--- src/rtl/alu_result_pipe_mux.sv ---
// rtl/alu_result_pipe_mux.sv - registered ALU result selector with valid/ready and multi-cycle wait
module alu_result_pipe_mux #(
  parameter int                 WIDTH   = 32,
  parameter int                 NUM_SRC = 20,
  parameter int                 SEL_W   = 5,
  parameter logic [NUM_SRC-1:0] MC_MASK = '0,
  parameter int                 TIMEOUT = 64
) (
  input  logic                     clk,
  input  logic                     rst_n,
  input  logic                     in_valid,
  output logic                     in_ready,
  input  logic [SEL_W-1:0]         in_sel,
  input  logic [NUM_SRC*WIDTH-1:0] src_data,
  input  logic [NUM_SRC-1:0]       src_done,
  output logic                     out_valid,
  input  logic                     out_ready,
  output logic [WIDTH-1:0]         out_data,
  output logic [SEL_W-1:0]         out_sel,
  output logic                     out_err
);

  localparam int               CNT_W    = $clog2(TIMEOUT);
  localparam logic [CNT_W-1:0] CNT_LAST = CNT_W'(TIMEOUT - 1);

  localparam logic [1:0] S_IDLE = 2'd0;
  localparam logic [1:0] S_WAIT = 2'd1;
  localparam logic [1:0] S_FULL = 2'd2;

  logic [1:0]       state_q, state_d;
  logic [SEL_W-1:0] sel_q, sel_d;
  logic [CNT_W-1:0] cnt_q, cnt_d;
  logic [WIDTH-1:0] out_data_q, out_data_d;
  logic [SEL_W-1:0] out_sel_q, out_sel_d;
  logic             out_err_q, out_err_d;

  logic             accept;
  logic             in_hit;
  logic             in_mc;
  logic [WIDTH-1:0] in_src;
  logic             wait_done;
  logic [WIDTH-1:0] wait_src;

  // in_ready must not see src_data/src_done: only state, out_ready and reset
  assign in_ready  = rst_n && ((state_q == S_IDLE) || ((state_q == S_FULL) && out_ready));
  assign accept    = in_valid && in_ready;
  assign out_valid = (state_q == S_FULL);
  assign out_data  = out_data_q;
  assign out_sel   = out_sel_q;
  assign out_err   = out_err_q;

  // Source lookup by loop so out-of-range selects never index past the bus
  always_comb begin
    in_hit    = 1'b0;
    in_mc     = 1'b0;
    in_src    = '0;
    wait_done = 1'b0;
    wait_src  = '0;
    for (int i = 0; i < NUM_SRC; i++) begin
      if (in_sel == SEL_W'(i)) begin
        in_hit = 1'b1;
        in_mc  = MC_MASK[i];
        in_src = src_data[i*WIDTH +: WIDTH];
      end
      if (sel_q == SEL_W'(i)) begin
        wait_done = src_done[i];
        wait_src  = src_data[i*WIDTH +: WIDTH];
      end
    end
  end

  // Next-state: accept handling shared by IDLE and FULL (back-to-back), WAIT runs the watchdog
  always_comb begin
    state_d    = state_q;
    sel_d      = sel_q;
    cnt_d      = cnt_q;
    out_data_d = out_data_q;
    out_sel_d  = out_sel_q;
    out_err_d  = out_err_q;
    case (state_q)
      S_IDLE, S_FULL: begin
        if (accept) begin
          if (!in_hit) begin
            out_data_d = '0;
            out_err_d  = 1'b1;
            out_sel_d  = in_sel;
            state_d    = S_FULL;
          end else if (in_mc) begin
            // done in the accept cycle belongs to no op yet, so it is not looked at
            sel_d   = in_sel;
            cnt_d   = '0;
            state_d = S_WAIT;
          end else begin
            out_data_d = in_src;
            out_err_d  = 1'b0;
            out_sel_d  = in_sel;
            state_d    = S_FULL;
          end
        end else if (state_q == S_FULL && out_ready) begin
          state_d = S_IDLE;
        end
      end
      S_WAIT: begin
        cnt_d = (&cnt_q) ? cnt_q : cnt_q + 1'b1;
        if (wait_done) begin
          out_data_d = wait_src;
          out_err_d  = 1'b0;
          out_sel_d  = sel_q;
          state_d    = S_FULL;
        end else if (cnt_q >= CNT_LAST) begin
          out_data_d = '0;
          out_err_d  = 1'b1;
          out_sel_d  = sel_q;
          state_d    = S_FULL;
        end
      end
      default: state_d = S_IDLE;
    endcase
  end

  // State and result registers; reset discards any in-flight op
  always_ff @(posedge clk) begin
    if (!rst_n) begin
      state_q    <= S_IDLE;
      sel_q      <= '0;
      cnt_q      <= '0;
      out_data_q <= '0;
      out_sel_q  <= '0;
      out_err_q  <= 1'b0;
    end else begin
      state_q    <= state_d;
      sel_q      <= sel_d;
      cnt_q      <= cnt_d;
      out_data_q <= out_data_d;
      out_sel_q  <= out_sel_d;
      out_err_q  <= out_err_d;
    end
  end

endmodule

--- config.mk ---
export PLATFORM = sky130hd
export DESIGN_NAME = alu_result_pipe_mux
export DESIGN_NICKNAME = d
export VERILOG_FILES = /design/src/rtl/alu_result_pipe_mux.sv
export SDC_FILE = /design/constraint.sdc
export NUM_CORES = 1
export LEC_CHECK = 0
export CAP_MARGIN = 0
export CORE_AREA = 2 2 273 275
export CTS_BUF_LIST = sky130_fd_sc_hd__clkbuf_16
export CTS_CLUSTER_DIAMETER = 200
export DETAILED_ROUTE_END_ITERATION = 16
export DIE_AREA = 0 0 275 277
export GPL_TIMING_DRIVEN = 0
export PLACE_DENSITY = 0.4
export SYNTH_ARGS = -nofsm -noshare
export SYNTH_HDL_FRONTEND = slang
export SYNTH_SLANG_ARGS = --single-unit
--- constraint.sdc ---
create_clock -name clk -period 2 [get_ports clk]
set_clock_uncertainty 0.1 [all_clocks]
set_input_delay 0.4 -clock clk [delete_from_list [all_inputs] [get_ports clk]]
set_output_delay 0.4 -clock clk [all_outputs]
set_load 0.01 [all_outputs]
==> metrics <==
Cell Area, Placed=between 15000 and 20000 sq um; GRT Residual Overflow=0; fin crit period=2.237 ns; hold_buf cts=0; top layer in use=met5; area of the mapped netlist=7686 sq um; maximum clock path buffer count=2; Design Power=5.584 mW; Max-slew headroom=0.3145; FF+latch count, synth=39; cts bufs inserted=5; violated checks=setup timing; Fin Setup TNS=-3.363 ns; largest net degree at the start of global routing=12; slowest stage delay, CP=0.42 ns; Post-Place Cells=between 2000 and 3000; Die ar.=76180 sq um; num rows=100; static leakage=7.176 nW; vias in the first global route=14880; Yosys top cell by area=o21ai_0; first-pass GRT wire length=124.7 mm; Synth top area share=0.1133; Sw Ratio=0.3902; pwr dens=273.2 nW/um^2; Crit Reg-Reg Endpoint=out_data[30]; Crit. End Element=flop; Netlist cell types=85; chip width=275 um; Reg clk slew, reported paths=0.07 ns; DR pass1 iterations=6; met1 WL=41.24 mm; ys async rst share=0; clk_lat worst skew=approximately 0.3 ns; # clock sinks=39; RR Startpoint=state_q[1]; total wire length=between 90 and 100 mm; worst-path cell chain=buf_8 > buf_8 > buf_12 > buf_12 > or2_4 > nor3_4 > buf_12 > o21ai_4 > a2111oi_4 > buf_4 > buf_4 > a22oi_2 > nand2_1; Hold Worst Slack=0.3799 ns; Layout fillers=7996; critical path's most frequent cell=buf_12; Sw Pwr=2.179 mW; Wirelength per Cell=32.15 um; Least-Margin Pin Slew=1.028 ns; via count=approximately 14000; Vias per Instance=4.754; io pins=709; Final GP Congestion=about 0.91; top post-synthesis cells by area=o21ai_0 11%, dfxtp_1 10%, nand2_1 7.6%; drt drc=0; final setup fails=32; Sequential Power Share=0.149; Hold EP=out_sel[2]; Yosys warnings=0; die height=277 um; DRT iter0 DRCs=1116; post-layout util=0.2778; Worst EP arrival=~2.4 ns; worst hold path depth=2; Core Region=73570 sq um; layout cell share with drive strength beyond 1=0.2782; Routed met2 length=46.39 mm; top-count cell post-synth=o21ai_0; CTS H-tree depth=2; clock network fraction of design power=0.155; Main synth FF type=dfxtp_1; Logic pwr share=0.696; reg2reg setup slack=0.18 ns; slowest CP cell=a2111oi_4; PortBufs=687; WS Path Type=in2reg; post-detail-place hpwl=79.51 mm; Total GRT Usage=0.2383; Area Growth Syn to Fin=165.9%; CTS tree=built; Max Slew Vio Count=0; post-place setup slack=-2.580 ns; worst hold path class=reg2reg; met3 wire length=7.798 mm; post-route cell area=20440 sq um; cells on worst reg2reg path=7; critical path peak fanout=7; Worst EP required=2.16 ns; crit path launch type=primary input; Max IR drop VDD=329.4 uV; Hold Startpoint=out_sel[2]; Root Driver=clkbuf_16; EDFF count, synth=0; initial antenna violation count=13; status=finished, violations left; Max Fclk=about 0.45 GHz; Final Hold Fails=0; Syn Nets=roughly 1900; Final WS setup=-0.2367 ns; register area share after synthesis=0.1016; Avg Inst Size Synth=about 6.4 sq um; synthesized instance count=1203; RSZ-0062 raised after global routing=yes; post-detailed-route count of antenna-violating nets=0; crit path launch=in_sel[2]; Final Cycle Share=1.118; Max-Cap Viols=0; effective utilization at floorplan=0.1045; cell internal pwr=3.405 mW; most frequent cells after synthesis=174 x o21ai_0, 156 x nand2_1, 84 x nor2_1; final std cells w/o fill=slightly above 3000; final net count=2735
[sequential cells by signal (all words and copies together), names as in the netlist]
register	count
out_data	32
out_err	1
out_sel	5
state_q	1
[placed cells by master (no fill, tap or decap), types with 39 or more instances in the layout]
cell type        instances
nand2_1                141
clkdlybuf4s50_1        681
nor2_1                  69
o21ai_1                 39
a21oi_1                 65
o21ai_0                108
buf_6                   52
dfxtp_1                 39
a22oi_1                 54
buf_12                  54
buf_4                  135
[logic make-up after synthesis]
family / after synthesis / synth area share
AOI/OAI and AO/OA: 604 / 0.5209
and+or+nand+nor: 396 / 0.2549
buffers and inverters: 143 / 0.09507
DFF: 39 / 0.1016
muxes: 21 / 0.02751
[layout make-up]
class | instances | area [sq um] | share of cell area
Antenna cell | 4 | 10.01 | 0.0004897
Clock buffer | 5 | 125.1 | 0.006122
Multi-Input combinational cell | 1021 | 7956 | 0.3893
Clock inverter | 3 | 11.26 | 0.0005510
Inverter | 23 | 103.9 | 0.005081
Buffer | 115 | 1513 | 0.07401
Sequential cell | 39 | 780.7 | 0.03820
Timing Repair Buffer | 861 | 8726 | 0.4269
Tap cell | 969 | 1212 | 0.05932
[routing by layer]
metal / up-vias / global-route usage
met5: - / 0
met4: 6 / 0.06057
met2: 801 / 0.4005
met1: 7145 / 0.3094
met3: 111 / 0.04604
li1: 6388 / -
[power by group through the flow]
stage / sequential (mW) / combinational [mW] / clock, mW
3_3_place_gp: 0.846 / 2.98 / 0
3_5_place_dp: 0.848 / 2.98 / 0
6_report: 0.831 / 3.88 / 0.868
5_1_grt: 0.834 / 4.05 / 0.912
2_1_floorplan: 0.861 / 0.817 / 0
4_1_cts: 0.830 / 3.48 / 0.907
[what timing repair did]
action	CTS	global route
pin swaps	54	167
gates resized for setup	479	302
setup buffers	67	94
gates cloned	3	11
endpoints found under the setup margin	39	36
[critical path: cells and delay by family]
family / cells / cell delay [ns]
AO/OA/AOI/OAI: 3 / 0.52
buffers and inverters: 7 / 0.95
AND/OR/NAND/NOR: 3 / 0.50
[how the worst max path moves through the flow]
stage | endpoint | slack [ns] | cells past startpoint
3_3_place_gp | out_data[7] | -2.59 | 10
5_1_grt | out_data[0] | -0.28 | 11
3_5_place_dp | out_data[7] | -2.58 | 10
2_1_floorplan | out_data[6] | 0.003 | 9
6_report | out_data[7] | -0.24 | 13
4_1_cts | out_data[7] | -0.30 | 11
(Power assumes the default switching activity.)
